==> src/rtl/width_conv_arbiter_if.sv <==
`default_nettype none
// ============================================================================
//  Module      : width_conv_arbiter_if
//  Description : Bundles the two byte-stream requester handshakes and the
//                byte stream driven into the shared 8->12 width converter.
//                The arbiter connects through the slave modport; the
//                requesters/converter side uses the master modport.
//  Revision    : 1.0 - initial release
// ============================================================================
interface width_conv_arbiter_if;
    logic       req0_valid;
    logic [7:0] req0_data;
    logic       req0_ready;
    logic       req1_valid;
    logic [7:0] req1_data;
    logic       req1_ready;
    logic       conv_valid;
    logic [7:0] conv_data;
    logic       conv_owner;
    logic       conv_pad;

    // Arbiter side
    modport slave (
        input  req0_valid, req0_data,
        output req0_ready,
        input  req1_valid, req1_data,
        output req1_ready,
        output conv_valid, conv_data, conv_owner, conv_pad
    );

    // Requester / converter side
    modport master (
        output req0_valid, req0_data,
        input  req0_ready,
        output req1_valid, req1_data,
        input  req1_ready,
        input  conv_valid, conv_data, conv_owner, conv_pad
    );
endinterface
`default_nettype wire

==> src/rtl/width_conv_arbiter.sv <==
`default_nettype none
// ============================================================================
//  Module      : width_conv_arbiter
//  Description : Round-robin arbiter sharing one 8->12 width converter between
//                two byte-stream requesters. Ownership only changes on 3-byte
//                group boundaries so each converter group is single-sourced.
//                Optional feature macro: WIDTH_CONV_ARB_PAD_EN -- when
//                defined, a group stalled mid-way for TIMEOUT cycles is
//                completed with PAD_BYTE filler bytes.
//  Revision    : 1.0 - initial release
// ============================================================================
module width_conv_arbiter #(
    parameter int unsigned BURST_GROUPS = 4,
    parameter int unsigned TIMEOUT      = 16,
    parameter logic [7:0]  PAD_BYTE     = 8'h00
) (
    input  wire                 clk,
    input  wire                 rst_n,
    width_conv_arbiter_if.slave bus,
    output logic                busy
);

    localparam int unsigned    GW       = (BURST_GROUPS > 1) ? $clog2(BURST_GROUPS) : 1;
    localparam logic [GW-1:0]  GRP_LAST = GW'(BURST_GROUPS - 1);

    // Elaboration-time sanity checks on the configuration
    if (BURST_GROUPS < 1) begin : g_chk_burst
        $error("width_conv_arbiter: BURST_GROUPS must be >= 1");
    end
    if ((TIMEOUT < 1) || ($bits(PAD_BYTE) != 8)) begin : g_chk_timeout
        $error("width_conv_arbiter: TIMEOUT must be >= 1");
    end

`ifdef WIDTH_CONV_ARB_PAD_EN
    localparam int unsigned    SW         = $clog2(TIMEOUT + 1);
    localparam logic [SW-1:0]  STALL_LAST = SW'(TIMEOUT - 1);

    typedef enum logic [1:0] {
        ST_IDLE  = 2'd0,
        ST_GRANT = 2'd1,
        ST_PAD   = 2'd2
    } state_t;

    logic [SW-1:0] stall_cnt_q, stall_cnt_d;
    logic          conv_pad_q,  conv_pad_d;
`else
    typedef enum logic [1:0] {
        ST_IDLE  = 2'd0,
        ST_GRANT = 2'd1
    } state_t;
`endif

    state_t        state_q,      state_d;
    logic          owner_q,      owner_d;
    logic          last_owner_q, last_owner_d;
    logic [1:0]    byte_cnt_q,   byte_cnt_d;
    logic [GW-1:0] group_cnt_q,  group_cnt_d;
    logic          conv_valid_q, conv_valid_d;
    logic [7:0]    conv_data_q,  conv_data_d;
    logic          conv_owner_q, conv_owner_d;

    // Current owner's handshake; the non-owner's data is never looked at
    logic       owner_valid;
    logic [7:0] owner_data;
    assign owner_valid = owner_q ? bus.req1_valid : bus.req0_valid;
    assign owner_data  = owner_q ? bus.req1_data  : bus.req0_data;

    // Readies come from registered state only, never from valid
    assign bus.req0_ready = (state_q == ST_GRANT) && !owner_q;
    assign bus.req1_ready = (state_q == ST_GRANT) &&  owner_q;
    assign busy           = (state_q != ST_IDLE);

    assign bus.conv_valid = conv_valid_q;
    assign bus.conv_data  = conv_data_q;
    assign bus.conv_owner = conv_owner_q;
`ifdef WIDTH_CONV_ARB_PAD_EN
    assign bus.conv_pad   = conv_pad_q;
`else
    assign bus.conv_pad   = 1'b0;
`endif

    // Next-state, counter and converter-output decode
    always_comb begin
        state_d      = state_q;
        owner_d      = owner_q;
        last_owner_d = last_owner_q;
        byte_cnt_d   = byte_cnt_q;
        group_cnt_d  = group_cnt_q;
        conv_valid_d = 1'b0;
        conv_data_d  = conv_data_q;
        conv_owner_d = conv_owner_q;
`ifdef WIDTH_CONV_ARB_PAD_EN
        stall_cnt_d  = stall_cnt_q;
        conv_pad_d   = 1'b0;
`endif
        case (state_q)
            ST_IDLE: begin
                if (bus.req0_valid || bus.req1_valid) begin
                    state_d     = ST_GRANT;
                    // Both pending: alternate away from the last owner
                    owner_d     = (bus.req0_valid && bus.req1_valid) ? !last_owner_q
                                                                     : bus.req1_valid;
                    byte_cnt_d  = 2'd0;
                    group_cnt_d = '0;
`ifdef WIDTH_CONV_ARB_PAD_EN
                    stall_cnt_d = '0;
`endif
                end
            end

            ST_GRANT: begin
                if (owner_valid) begin
                    conv_valid_d = 1'b1;
                    conv_data_d  = owner_data;
                    conv_owner_d = owner_q;
`ifdef WIDTH_CONV_ARB_PAD_EN
                    stall_cnt_d  = '0;
`endif
                    if (byte_cnt_q == 2'd2) begin
                        byte_cnt_d = 2'd0;
                        if (group_cnt_q == GRP_LAST) begin
                            state_d      = ST_IDLE;
                            last_owner_d = owner_q;
                            group_cnt_d  = '0;
                        end else begin
                            group_cnt_d  = group_cnt_q + 1'b1;
                        end
                    end else begin
                        byte_cnt_d = byte_cnt_q + 2'd1;
                    end
                end else if (byte_cnt_q == 2'd0) begin
                    // Idle owner at a group boundary gives up the rest of its burst
                    if (group_cnt_q != '0) begin
                        state_d      = ST_IDLE;
                        last_owner_d = owner_q;
                    end
                end else begin
                    // Mid-group stall: the grant must hold to keep the group single-sourced
`ifdef WIDTH_CONV_ARB_PAD_EN
                    stall_cnt_d = stall_cnt_q + 1'b1;
                    if (stall_cnt_q == STALL_LAST) begin
                        state_d = ST_PAD;
                    end
`endif
                end
            end

`ifdef WIDTH_CONV_ARB_PAD_EN
            ST_PAD: begin
                conv_valid_d = 1'b1;
                conv_data_d  = PAD_BYTE;
                conv_owner_d = owner_q;
                conv_pad_d   = 1'b1;
                if (byte_cnt_q == 2'd2) begin
                    byte_cnt_d   = 2'd0;
                    state_d      = ST_IDLE;
                    last_owner_d = owner_q;
                end else begin
                    byte_cnt_d   = byte_cnt_q + 2'd1;
                end
            end
`endif

            default: begin
                state_d = ST_IDLE;
            end
        endcase
    end

    // State and output registers with synchronous active-low reset
    always_ff @(posedge clk) begin
        if (!rst_n) begin
            state_q      <= ST_IDLE;
            owner_q      <= 1'b0;
            last_owner_q <= 1'b1;
            byte_cnt_q   <= 2'd0;
            group_cnt_q  <= '0;
            conv_valid_q <= 1'b0;
            conv_data_q  <= 8'h00;
            conv_owner_q <= 1'b0;
`ifdef WIDTH_CONV_ARB_PAD_EN
            stall_cnt_q  <= '0;
            conv_pad_q   <= 1'b0;
`endif
        end else begin
            state_q      <= state_d;
            owner_q      <= owner_d;
            last_owner_q <= last_owner_d;
            byte_cnt_q   <= byte_cnt_d;
            group_cnt_q  <= group_cnt_d;
            conv_valid_q <= conv_valid_d;
            conv_data_q  <= conv_data_d;
            conv_owner_q <= conv_owner_d;
`ifdef WIDTH_CONV_ARB_PAD_EN
            stall_cnt_q  <= stall_cnt_d;
            conv_pad_q   <= conv_pad_d;
`endif
        end
    end

endmodule
`default_nettype wire

==> src/flat_wrapper.sv <==
// flat-port wrapper written by rule: the top's interface ports become plain ports
module width_conv_arbiter_flat 
#(
    parameter int unsigned BURST_GROUPS = 4,
    parameter int unsigned TIMEOUT      = 16,
    parameter logic [7:0]  PAD_BYTE     = 8'h00
)
  (clk, rst_n, busy, bus_req0_valid, bus_req0_data, bus_req0_ready, bus_req1_valid, bus_req1_data, bus_req1_ready, bus_conv_valid, bus_conv_data, bus_conv_owner, bus_conv_pad);
  width_conv_arbiter_if bus_i ();
  input  wire clk;
  input  wire rst_n;
  output logic busy;
  input wire logic [$bits(bus_i.req0_valid)-1:0] bus_req0_valid;
  input wire logic [$bits(bus_i.req0_data)-1:0] bus_req0_data;
  output wire logic [$bits(bus_i.req0_ready)-1:0] bus_req0_ready;
  input wire logic [$bits(bus_i.req1_valid)-1:0] bus_req1_valid;
  input wire logic [$bits(bus_i.req1_data)-1:0] bus_req1_data;
  output wire logic [$bits(bus_i.req1_ready)-1:0] bus_req1_ready;
  output wire logic [$bits(bus_i.conv_valid)-1:0] bus_conv_valid;
  output wire logic [$bits(bus_i.conv_data)-1:0] bus_conv_data;
  output wire logic [$bits(bus_i.conv_owner)-1:0] bus_conv_owner;
  output wire logic [$bits(bus_i.conv_pad)-1:0] bus_conv_pad;
  assign bus_i.req0_valid = bus_req0_valid;
  assign bus_i.req0_data = bus_req0_data;
  assign bus_req0_ready = bus_i.req0_ready;
  assign bus_i.req1_valid = bus_req1_valid;
  assign bus_i.req1_data = bus_req1_data;
  assign bus_req1_ready = bus_i.req1_ready;
  assign bus_conv_valid = bus_i.conv_valid;
  assign bus_conv_data = bus_i.conv_data;
  assign bus_conv_owner = bus_i.conv_owner;
  assign bus_conv_pad = bus_i.conv_pad;
  width_conv_arbiter #(.BURST_GROUPS(BURST_GROUPS), .TIMEOUT(TIMEOUT), .PAD_BYTE(PAD_BYTE)) u_core (.clk(clk), .rst_n(rst_n), .bus(bus_i), .busy(busy));
endmodule
==> config.mk <==
export PLATFORM = sky130hd
export DESIGN_NAME = width_conv_arbiter_flat
export DESIGN_NICKNAME = d
export VERILOG_FILES = /design/src/rtl/width_conv_arbiter_if.sv /design/src/rtl/width_conv_arbiter.sv /design/src/flat_wrapper.sv
export SDC_FILE = /design/constraint.sdc
export NUM_CORES = 1
export LEC_CHECK = 0
export BUFFER_PORTS_ARGS = -buffer_cell sky130_fd_sc_hd__clkbuf_2
export CAP_MARGIN = 25
export CORE_MARGIN = 5
export CORE_UTILIZATION = 40
export DETAILED_ROUTE_END_ITERATION = 10
export GPL_ROUTABILITY_DRIVEN = 0
export PLACE_DENSITY = 0.67
export SLEW_MARGIN = 20
export SYNTH_ARGS = -nofsm -noshare
export SYNTH_HDL_FRONTEND = slang
export SYNTH_SLANG_ARGS = --single-unit
==> constraint.sdc <==
create_clock -name clk -period 1.5 [get_ports clk]
set_input_delay 0.15 -clock clk [delete_from_list [all_inputs] [get_ports clk]]
set_output_delay 0.15 -clock clk [all_outputs]
set_load 0.01 [all_outputs]
# Yosys cells after proc, flatten, opt, wreduce, memory -nomap -nowiden
# Cells that the tools add are included.
# op_classes
mux,24
eq_ne,12
n_reduce_logical,20
addsub,2
# op_table
op,n
$mux W2,12
$pmux W2 S2,3
$reduce_and A5 Y1,2
$reduce_bool A2 Y1,5
$mux W1,8
$mux W8,1
$ne A2 B2 Y1 const B,3
$ne A3 B2 Y1 const B,2
$ne A3 B3 Y1 const B,2
$reduce_and A2 Y1,3
$add A2 B1 Y2 const B,2
$eq A2 B2 Y1 const B,2
$logic_not A2 Y1,2
$ne A2 B1 Y1 const B,2
$reduce_and A4 Y1,1
$logic_and A1 B1 Y1,3
$reduce_and A3 Y1,1
$eq A2 B1 Y1 const B,1
$logic_not A1 Y1,2
$logic_or A1 B1 Y1,1
# word_totals
wordCells,66
in_bits,20
reg_bits,18
output_inout_bits,14

# Longest topological paths before layout
# Gate-level depths: netlist of the first run.
# logic_depth
ltp_word,5
mapped_depth,5
depth_no_buf,5

# Worst setup path after synthesis of the first run
# No wires, ideal clock.
# synth_path
path_kind,register to register
startpoint,register u_core.owner_q
endpoint,"register u_core.conv_data_q[0], in the netlist u_core.bus.conv_data[0]"
arrival_ps,1217
stages_incl_launch_ff,6
path_buffers,2
setup_slack_ps,167
path_cell_list,dfxtp_1 buf_6 mux2_4 and2_4 buf_6 o211a_1
# synth_between
elab_chain_len,2
elab_cells_between_ends,3
classes_between,2 x mux; 1 x reduce/logical
# synth_lines
item,line,source
"start, declared",width_conv_arbiter.sv:54,"logic owner_q, owner_d;"
"start signal, assigned",width_conv_arbiter.sv:187,owner_q <= owner_d;
$mux W1,width_conv_arbiter.sv:65,assign owner_valid = owner_q ? bus.req1_valid : bus.req0_valid;
$reduce_and A2 Y1 (no source line),--,
"end signal, assigned",width_conv_arbiter.sv:192,conv_data_q <= conv_data_d;
"end, declared",width_conv_arbiter.sv:59,"logic [7:0] conv_data_q, conv_data_d;"
# Several ways; a longest one is shown, not always the timed one.
# A chain may end at the register's enable or synchronous reset.

# Worst setup path in the final report of the first run
# layout_path
startpoint,register u_core.group_cnt_q[0]
endpoint,register u_core.last_owner_q
# layout_between
elab_chain_len,3
elab_cells_between_ends,5
classes_between,2 x eq/ne; 3 x reduce/logical
# layout_lines
item,line,source
"start, declared",width_conv_arbiter.sv:57,"logic [GW-1:0] group_cnt_q, group_cnt_d;"
"start signal, assigned",width_conv_arbiter.sv:190,group_cnt_q <= group_cnt_d;
$eq A2 B2 Y1 or $reduce_bool A2 Y1 (tied branches),"width_conv_arbiter.sv:121, width_conv_arbiter.sv:133",
$ne A2 B2 Y1 (no source line) or $reduce_bool A2 Y1 (tied branches),--,
$reduce_and A5 Y1 (no source line) (*),--,
"end signal, assigned",width_conv_arbiter.sv:188,last_owner_q <= last_owner_d;
"end, declared",width_conv_arbiter.sv:55,"logic last_owner_q, last_owner_d;"
# Every way passes the cells marked *; elsewhere a longest branch is shown, timed or not.

==> results of run 1 <==
-- power by group through the flow --
stage               combinational [mW]  clock [mW]  sequential, mW
CTS                              0.179       0.249           0.495
global placement                 0.174           0           0.505
finish                           0.178       0.239           0.496
detailed placement               0.179           0           0.505
global route                     0.194       0.274           0.500
floorplan                        0.108           0           0.510
-- layout make-up --
type / count / area [um2]
clock buffer: 3 / 22.52
clock inverter: 1 / 5.005
fill: 230 / 1091
inverter: 3 / 11.26
multi-input combinational: 69 / 515.5
sequential: 17 / 341.6
tap: 28 / 35.03
timing repair buffer: 36 / 190.2
-- timing repair --
item | CTS | global route
endpoints found under the setup margin | 0 | 2
gates resized for setup | 0 | 1
endpoints found under the hold margin | 0 | 0
-- cell usage after synthesis, drive strengths merged --
library cell and instances:
o221ai 1, o211a 9, and4b 1, mux2i 12
mux2 1, o21ai 1, buf 5, a21boi 2
nand2 5, o21a 1, o22ai 2, nor4b 1
inv 3, clkbuf 4, dfxtp 17, nor2 2
ha 2, conb 1, o211ai 1, and3 3
nand3 13, and2 3, nor2b 5, or2 1
nand3b 1, nor4bb 1
-- sequential cells by signal, summed over array words and instances (netlist names) --
signal,cells
u_core.bus.conv_valid,1
u_core.bus.conv_data,8
u_core.byte_cnt_q,2
u_core.owner_q,1
u_core.state_q,1
u_core.last_owner_q,1
u_core.bus.conv_owner,1
u_core.group_cnt_q,2
-- stage by stage --
step | instance area [um2] | util
CTS | 1120 | 0.5062
global route | 1121 | 0.5068
global placement | 1092 | 0.4938
detailed placement | 1092 | 0.4938
finish | 1121 | 0.5068
floorplan | 922.1 | -
-- critical path, stage by stage, from the launching register on --
cell     delay, ps
dfxtp_1        410
inv_1           60
ha_1           190
nor4b_1        270
mux2i_1        170
mux2i_1        140
-- cell families after synthesis --
| logic type | after synthesis |
|---|---|
| AO/OA/AOI/OAI | 17 |
| adder cells (fa/ha/maj) | 2 |
| flip-flops | 17 |
| other | 1 |
| AND/OR/NAND/NOR | 36 |
| buffers and inverters | 12 |
| multiplexers | 13 |
-- final timing paths --
kind	from	end	slack, ps	cells past startpoint
setup / recovery	u_core.group_cnt_q[0]	u_core.last_owner_q	150	5
hold reg to reg	u_core.bus.conv_data[3]	u_core.bus.conv_data[3]	510	1
hold / removal	bus_req1_valid	u_core.owner_q	170	3
setup reg to reg	u_core.group_cnt_q[0]	u_core.last_owner_q	150	5
-- metal layers --
metal / wire [um] / vias up
met2: 992 / 20
met1: 939 / 350
met4: 26 / 0
met3: 88 / 2
met5: 0 / -
li1: - / 417
==> results.yml, run 1 <==
pwr:
  p_comb_frac: 0.195
  power_frac_seq: 0.543
  p_clk_frac: 0.262
  cellLeakagePower_nw: 0.5960
  internal_power_uw: 664.3
  fin_total_pwr_uw: 912.3
  switching_share: 0.2718
  p_switching_uw: 247.9
  peakVddDrop_mv: 0.4050
  p_per_area_nw_per_um2: 813.7
global_route:
  grt_pass1_vias: 793
  grt_util_met3: 0.02673
  antenna_found_initial: 0
  grt_max_degree: 18
  grt_use_met2: 0.2097
  busiest_layer: "met2"
  grt_use_total: 0.1310
  use_met1: 0.1656
  overflow: 0
  grt_pass1_wl_mm: 3.484
die:
  die_h_um: 58.02
  dieArea_um2: 3366
  die_w_um: 58.02
  start_util: 0.4169
  core-area_um2: 2212
  fp-row-count: 17
  io_pins: 34
place:
  hpwl_mm: 1.565
  dpl.cell_count: 153
  portBuffers: 32
  pre_cts_slack_ps: 183.6
outcome:
  status: "finished clean"
clock_network:
  clock-sinks: 17
  insertion_delay_ps: 280
  cts_buffers: 3
  cts_setup_buffers: 0
  cts.clk_slew.worst_paths_ps: 100
  hold_buffers: 0
  clockRootBuffer: "clkbuf_4"
  clockBufferDepth: 2
  cts_tree: "done"
  h-tree-depth: 1
synthesis:
  synth_top_area_cell: "dfxtp_1"
  synth_top_family_by_area: "simple AND/OR/NAND/NOR gates"
  synthCells: 98
  synth-simple-area-share: 0.2225
  synth-compound-area-share: 0.1588
  ys_seq_area_frac: 0.3691
  synth_fp_nets: 120
  syn-cell-area_um2: 922.1
  synth_xor_area_frac: 0
  synth.top_cell.area_share: 0.3691
  synth.mux.area_fraction: 0.1465
  synth_cell_types: 29
  synth_fa_ha_area_frac: 0.02714
  synth.avg_cell_area_um2: 9.410
  synth-warning-count: 0
  synth.area.top_cells: "dfxtp_1, mux2i_1, o211a_1"
  ys_seq_elements: 17
finish:
  final_cell_mix: "clkbuf_2, dfxtp_1, nand3_1"
  layout_commonest_cell: "clkbuf_2"
  final_nets: 152
  syn_to_final_growth_pct: 21.57
  fin_cells: 157
  diodes: 0
  drive_above_1_share: 0.3411
sta:
  drv_slew: 0
  final-setup-viol-count: 0
  clock.fmax_mhz: 741.7
  setup_tns_ps: 0
  fin_crit_ps: 1348
  setup_ws_ps: 151.8
  worst_hold_slack_ps: 173.9
  finalCritPeriodShare: 0.8988
  finalClockSkew_ps: 0.6589
  rsz0062_at_grt: "false"
  finalHoldViolCount: 0
setup_path:
  cp.arrival_ps: 1520
  cp-end-kind: "register"
  crit_path_max_fanout: 5
  crit_required_ps: 1670
  critical_path.startpoint_type: "register"
  crit_type: "reg -> reg"
worst_hold_path:
  holdCritPathClass: "in -> reg"
routing:
  routed_wl_mm: 2.047
  drt_iter0_markers: 9
  viasPerCell: 5.025
  first_pass_iters: 4
  num_vias: 789
  drtAntennaViolNets: 0
  avgRoutedWirePerCell_um: 13.04
  post-route-drc-count: 0
job:
  maxCapViolations: 0
Note: power is estimated with default switching activity, not from simulation.
==> run 2: changes to the inputs <==
--- a/config.mk
+++ b/config.mk
@@ -5,13 +5,14 @@
 export SDC_FILE = /design/constraint.sdc
 export NUM_CORES = 1
 export LEC_CHECK = 0
+export ABC_AREA = 1
 export BUFFER_PORTS_ARGS = -buffer_cell sky130_fd_sc_hd__clkbuf_2
 export CAP_MARGIN = 25
 export CORE_MARGIN = 5
 export CORE_UTILIZATION = 40
 export DETAILED_ROUTE_END_ITERATION = 10
 export GPL_ROUTABILITY_DRIVEN = 0
-export PLACE_DENSITY = 0.67
+export PLACE_DENSITY = 0.68
 export SLEW_MARGIN = 20
 export SYNTH_ARGS = -nofsm -noshare
 export SYNTH_HDL_FRONTEND = slang
==> results.yml, run 2 <==
outcome:
  status: "finished clean"
synthesis:
  synthTopCellsByCount: "nand2_1, nor2_1, dfxtp_1, inv_1, o21ai_0"
  synth_fa_ha_area_frac: 0.02857
  synth-compound-area-share: 0.1129
  ys_seq_elements: 17
  ys_seq_area_frac: 0.3886
  synth_edf_count: 0
  synth_top_family_by_area: "simple AND/OR/NAND/NOR gates"
  synth.top_cell.area_share: 0.3886
  synth.mux.area_fraction: 0
  synthFlopType: "dfxtp_1"
  synth_top_area_cell: "dfxtp_1"
  synthCells: 133
  async_flop_share: 0
  syn-cell-area_um2: 875.8
  synth-simple-area-share: 0.3757
  synth_fp_nets: 155
  synth.avg_cell_area_um2: 6.585
  synth-warning-count: 0
  synth_cell_types: 21
  synth.area.top_cells: "dfxtp_1, nand2_1, nor2_1"
  yosysMostFrequentCell: "nand2_1"
  synth_xor_area_frac: 0
global_route:
  grt_pass1_wl_mm: 3.422
  overflow: 0
  antenna_found_initial: 0
  grt_pass1_vias: 857
  grt_max_degree: 16
  grt_use_total: 0.1321
clock_network:
  hold_buffers: 0
  clockBufferDepth: 2
  cts_buffers: 3
  cts_resized: 0
  clock-sinks: 17
  clockRootBuffer: "clkbuf_4"
  cts_tree: "done"
  cts_setup_buffers: 0
  cts.clk_slew.worst_paths_ps: 100
  insertion_delay_ps: 290
  h-tree-depth: 1
routing:
  avgRoutedWirePerCell_um: 10.30
  num_vias: 887
  post-route-drc-count: 0
  drt_iter0_markers: 8
  routed_wl_mm: 1.998
  drtAntennaViolNets: 0
  viasPerCell: 4.572
  first_pass_iters: 4
die:
  fp-row-count: 17
  core-area_um2: 2148
  die_w_um: 56.80
  dieArea_um2: 3226
  start_util: 0.4077
  io_pins: 34
  die_h_um: 56.80
worst_hold_path:
  hold_end: "u_core.bus.conv_owner"
  holdCritPathClass: "in -> reg"
  whs_path_depth: 3
  hold_start: "bus_req1_valid"
setup_path:
  crit_type: "reg -> out"
  rr_worst_depth: 7
  cp.arrival_ps: 1160
  path_buf_inv: 3
  crit_path_max_fanout: 10
  crit_chain: "buf_4 -> nand2_1 -> inv_1 -> clkbuf_2"
  cpMaxStageDelayCell: "dfxtp_1"
  r2r_slack_ps: 300
  cp-end-kind: "output port"
  timing.rr.end: "u_core.bus.conv_data[2]"
  r2r-start: "u_core.owner_q"
  cpPeakStageDelay_ps: 410
  cp_top_family: "buffers and inverters"
  crit_required_ps: 1350
  critical_path.startpoint_type: "register"
place:
  dpl.cell_count: 190
  pre_cts_slack_ps: 248.6
  hpwl_mm: 1.614
  portBuffers: 32
finish:
  layout_commonest_cell: "nand2_1"
  final_nets: 189
  largest_register_ffs: 8
  fillers: 230
  diodes: 0
  finish.utilization: 0.5020
  final_cell_mix: "nand2_1, clkbuf_2, nor2_1"
  syn_to_final_growth_pct: 23.14
  drive_above_1_share: 0.2711
  fin_cells: 194
pwr:
  p_comb_frac: 0.234
  switching_share: 0.3073
  cellLeakagePower_nw: 0.5953
  p_switching_uw: 303.3
  peakVddDrop_mv: 0.4774
  p_per_area_nw_per_um2: 914.9
  power_frac_seq: 0.520
  p_clk_frac: 0.246
  internal_power_uw: 683.5
sta:
  rsz0062_at_grt: "false"
  setup_tns_ps: 0
  setup_ws_ps: 192.0
  fin_crit_ps: 1308
  drv_slew: 0
  finalHoldViolCount: 0
  clock.fmax_mhz: 764.5
  final-setup-viol-count: 0
  worst_hold_slack_ps: 171.7
  finalCritPeriodShare: 0.8720
  finalClockSkew_ps: 11.03
job:
  maxCapViolations: 0
## run 2: cell families after synthesis
kind of cell / after synthesis
other: 1
adder cells (fa/ha/maj): 2
AND/OR/NAND/NOR: 78
AO/OA/AOI/OAI: 18
buffers and inverters: 17
flip-flops: 17
## run 2: stage by stage
step / total power, mW / cell area [um2]
6_report: 0.9868 / 1079
5_1_grt: 1.068 / 1079
4_1_cts: 1.004 / 1077
3_5_place_dp: 0.7576 / 1051
3_3_place_gp: 0.7521 / 1051
2_1_floorplan: 0.6761 / 875.8
## run 2: power groups by stage
stage	Combinational, mW	Clock [mW]	Sequential [mW]
finish	0.231	0.242	0.513
floorplan	0.149	0	0.528
CTS	0.236	0.256	0.513
global placement	0.231	0	0.522
detailed placement	0.234	0	0.523
global route	0.266	0.282	0.520
## run 2: area by class of cell
class	instances	area [um2]	share of cell area
sequential	17	341.6	0.3167
tap	28	35.03	0.03248
clock buffer	4	26.28	0.02436
inverter	13	51.30	0.04756
multi-input combinational	99	456.7	0.4234
timing repair buffer	33	167.7	0.1555
## run 2: routing by layer
layer,GRT usage,vias up,share of wire
li1,-,474,-
met5,0,-,0
met3,0.02299,4,0.040
met4,0.04967,0,0.012
met1,0.1593,386,0.45
met2,0.2310,23,0.50
## run 2: worst max-delay path by stage
stage,from,endpoint,cells after the start
global placement,u_core.state_q[0],u_core.bus.conv_data[2],5
finish,u_core.owner_q,bus_req1_ready,4
detailed placement,u_core.state_q[0],u_core.bus.conv_data[2],5
global route,u_core.owner_q,bus_req1_ready,4
floorplan,u_core.state_q[0],u_core.group_cnt_q[0],7
CTS,u_core.state_q[0],bus_req0_ready,3
## run 2: tightest hold or removal path, stage by stage
cell and delay, ps:
clkbuf_2 140, nand2_1 80, a21oi_1 60
==> run 3: changes to the inputs <==
--- a/config.mk
+++ b/config.mk
@@ -10,9 +10,10 @@
 export CAP_MARGIN = 25
 export CORE_MARGIN = 5
 export CORE_UTILIZATION = 40
+export CTS_CLUSTER_SIZE = 24
 export DETAILED_ROUTE_END_ITERATION = 10
 export GPL_ROUTABILITY_DRIVEN = 0
-export PLACE_DENSITY = 0.68
+export PLACE_DENSITY = 0.7
 export SLEW_MARGIN = 20
 export SYNTH_ARGS = -nofsm -noshare
 export SYNTH_HDL_FRONTEND = slang
==> constraint.sdc (replaced) <==
create_clock -name clk -period 1.05 [get_ports clk]
set_input_delay 0.105 -clock clk [delete_from_list [all_inputs] [get_ports clk]]
set_output_delay 0.105 -clock clk [all_outputs]
set_load 0.01 [all_outputs]
==> results.yml, run 3 (same netlist as run 2, synthesis figures left out) <==
outcome:
  status: "complete, but fails checks"
  violations: "negative setup slack"
place:
  dpl.cell_count: 196
  hpwl_mm: 1.559
  placed_area_um2: 1109
  portBuffers: 32
routing:
  viasPerCell: 4.675
  routed_wl_mm: 2.417
  avgRoutedWirePerCell_um: 11.73
  drt_iter0_markers: 16
  post-route-drc-count: 0
  drtAntennaViolNets: 0
  first_pass_iters: 4
  num_vias: 963
sta:
  finalCritPeriodShare: 1.067
  setup_ws_ps: -70.78
  clock.fmax_mhz: 892.2
  rsz0062_at_grt: "true"
  worst_hold_slack_ps: 121.6
  drv_slew: 0
  finalClockSkew_ps: 1.123
  setup_tns_ps: -777.3
  finalHoldViolCount: 0
  final-setup-viol-count: 16
  fin_crit_ps: 1121
setup_path:
  cp.arrival_ps: 1350
  crit_path_max_fanout: 6
  crit_required_ps: 1280
  crit_type: "reg -> reg"
  cp-end-kind: "register"
  critical_path.startpoint_type: "register"
  r2r_slack_ps: -70
die:
  fp-row-count: 17
  die_w_um: 56.80
  die_h_um: 56.80
  dieArea_um2: 3226
  start_util: 0.4077
  core-area_um2: 2148
  io_pins: 34
global_route:
  grt_util_met3: 0.03448
  use_met1: 0.1752
  grt_pass1_vias: 961
  grt_pass1_wl_mm: 4.008
  busiest_layer: "met2"
  grt_use_met2: 0.2772
  grt_max_degree: 16
  overflow: 0
  antenna_found_initial: 0
  grt_use_total: 0.1516
worst_hold_path:
  holdCritPathClass: "in -> reg"
pwr:
  p_per_area_nw_per_um2: 1209
  internal_power_mw: 1.057
  p_comb_frac: 0.308
  cellLeakagePower_nw: 0.6689
  p_switching_uw: 537.4
  fin_total_pwr_mw: 1.594
  p_clk_frac: 0.227
  power_frac_seq: 0.464
  peakVddDrop_mv: 0.7336
  switching_share: 0.3371
finish:
  layout_commonest_cell: "nand2_1"
  fin_cells: 206
  syn_to_final_growth_pct: 50.57
  drive_above_1_share: 0.4775
  diodes: 0
  final_nets: 201
  largest_register_ffs: 8
  final_cell_mix: "nand2_1, clkbuf_2, nor2_1"
  design_area_um2: 1319
clock_network:
  cts.clk_slew.worst_paths_ps: 110
  clock-sinks: 17
  h-tree-depth: 1
  clockBufferDepth: 2
  insertion_delay_ps: 290
  cts_tree: "done"
  hold_buffers: 0
  cts_buffers: 3
  clockRootBuffer: "clkbuf_4"
job:
  maxCapViolations: 0
run 3: cell type report:
type	count	area, um2
clock buffer	3	22.52
clock inverter	1	5.005
fill	177	829.5
inverter	13	60.06
multi-input combinational	100	570.5
sequential	17	350.3
tap	28	35.03
timing repair buffer	43	269.0
timing repair inverter	1	6.256
run 3: timing repair:
action | 4_1_cts | 5_1_grt
buffers inserted | 3 | 1
endpoints found under the setup margin | 17 | 20
cloned | 1 | 1
pin swaps | 6 | 12
resized for setup | 16 | 25
run 3: power groups by stage:
stage          registers, mW  clock network [mW]  logic, mW
4_1_cts                0.733               0.357      0.436
5_1_grt                0.746               0.402      0.541
2_1_floorplan          0.756                   0      0.221
6_report               0.740               0.363      0.491
3_5_place_dp           0.744                   0      0.373
3_3_place_gp           0.741                   0      0.366
run 3: routing by layer:
metal / wire, um / part of all wire / vias up
met5: 0 / 0 / -
met4: 34 / 0.014 / 0
met3: 130 / 0.054 / 4
met2: 1209 / 0.50 / 31
met1: 1043 / 0.43 / 429
li1: - / - / 499
run 3: through the flow:
stage	worst slack [ps]	util
final	-70.78	0.6139
after global routing	-153.0	0.6139
after CTS	-58.34	0.5719
after detailed placement	-111.9	0.5160
after global placement	-90.46	0.5160
after floorplan	-35.31	-
run 3: final timing paths:
check,start,endpoint,depth (start not counted)
worst max-delay path,u_core.state_q[0],u_core.group_cnt_q[0],7
worst min register to register,u_core.bus.conv_owner,u_core.bus.conv_owner,2
worst min-delay path,bus_req0_data[3],u_core.bus.conv_data[3],5
worst max register to register,u_core.state_q[0],u_core.group_cnt_q[0],7
run 3: critical path, stage by stage, from the launching register on:
cell and delay [ps]:
dfxtp_2 380, clkinvlp_4 120, buf_12 150, o21ai_4 80, nand2_4 110, nand3_2 80
nand2_1 60, nor2_1 100
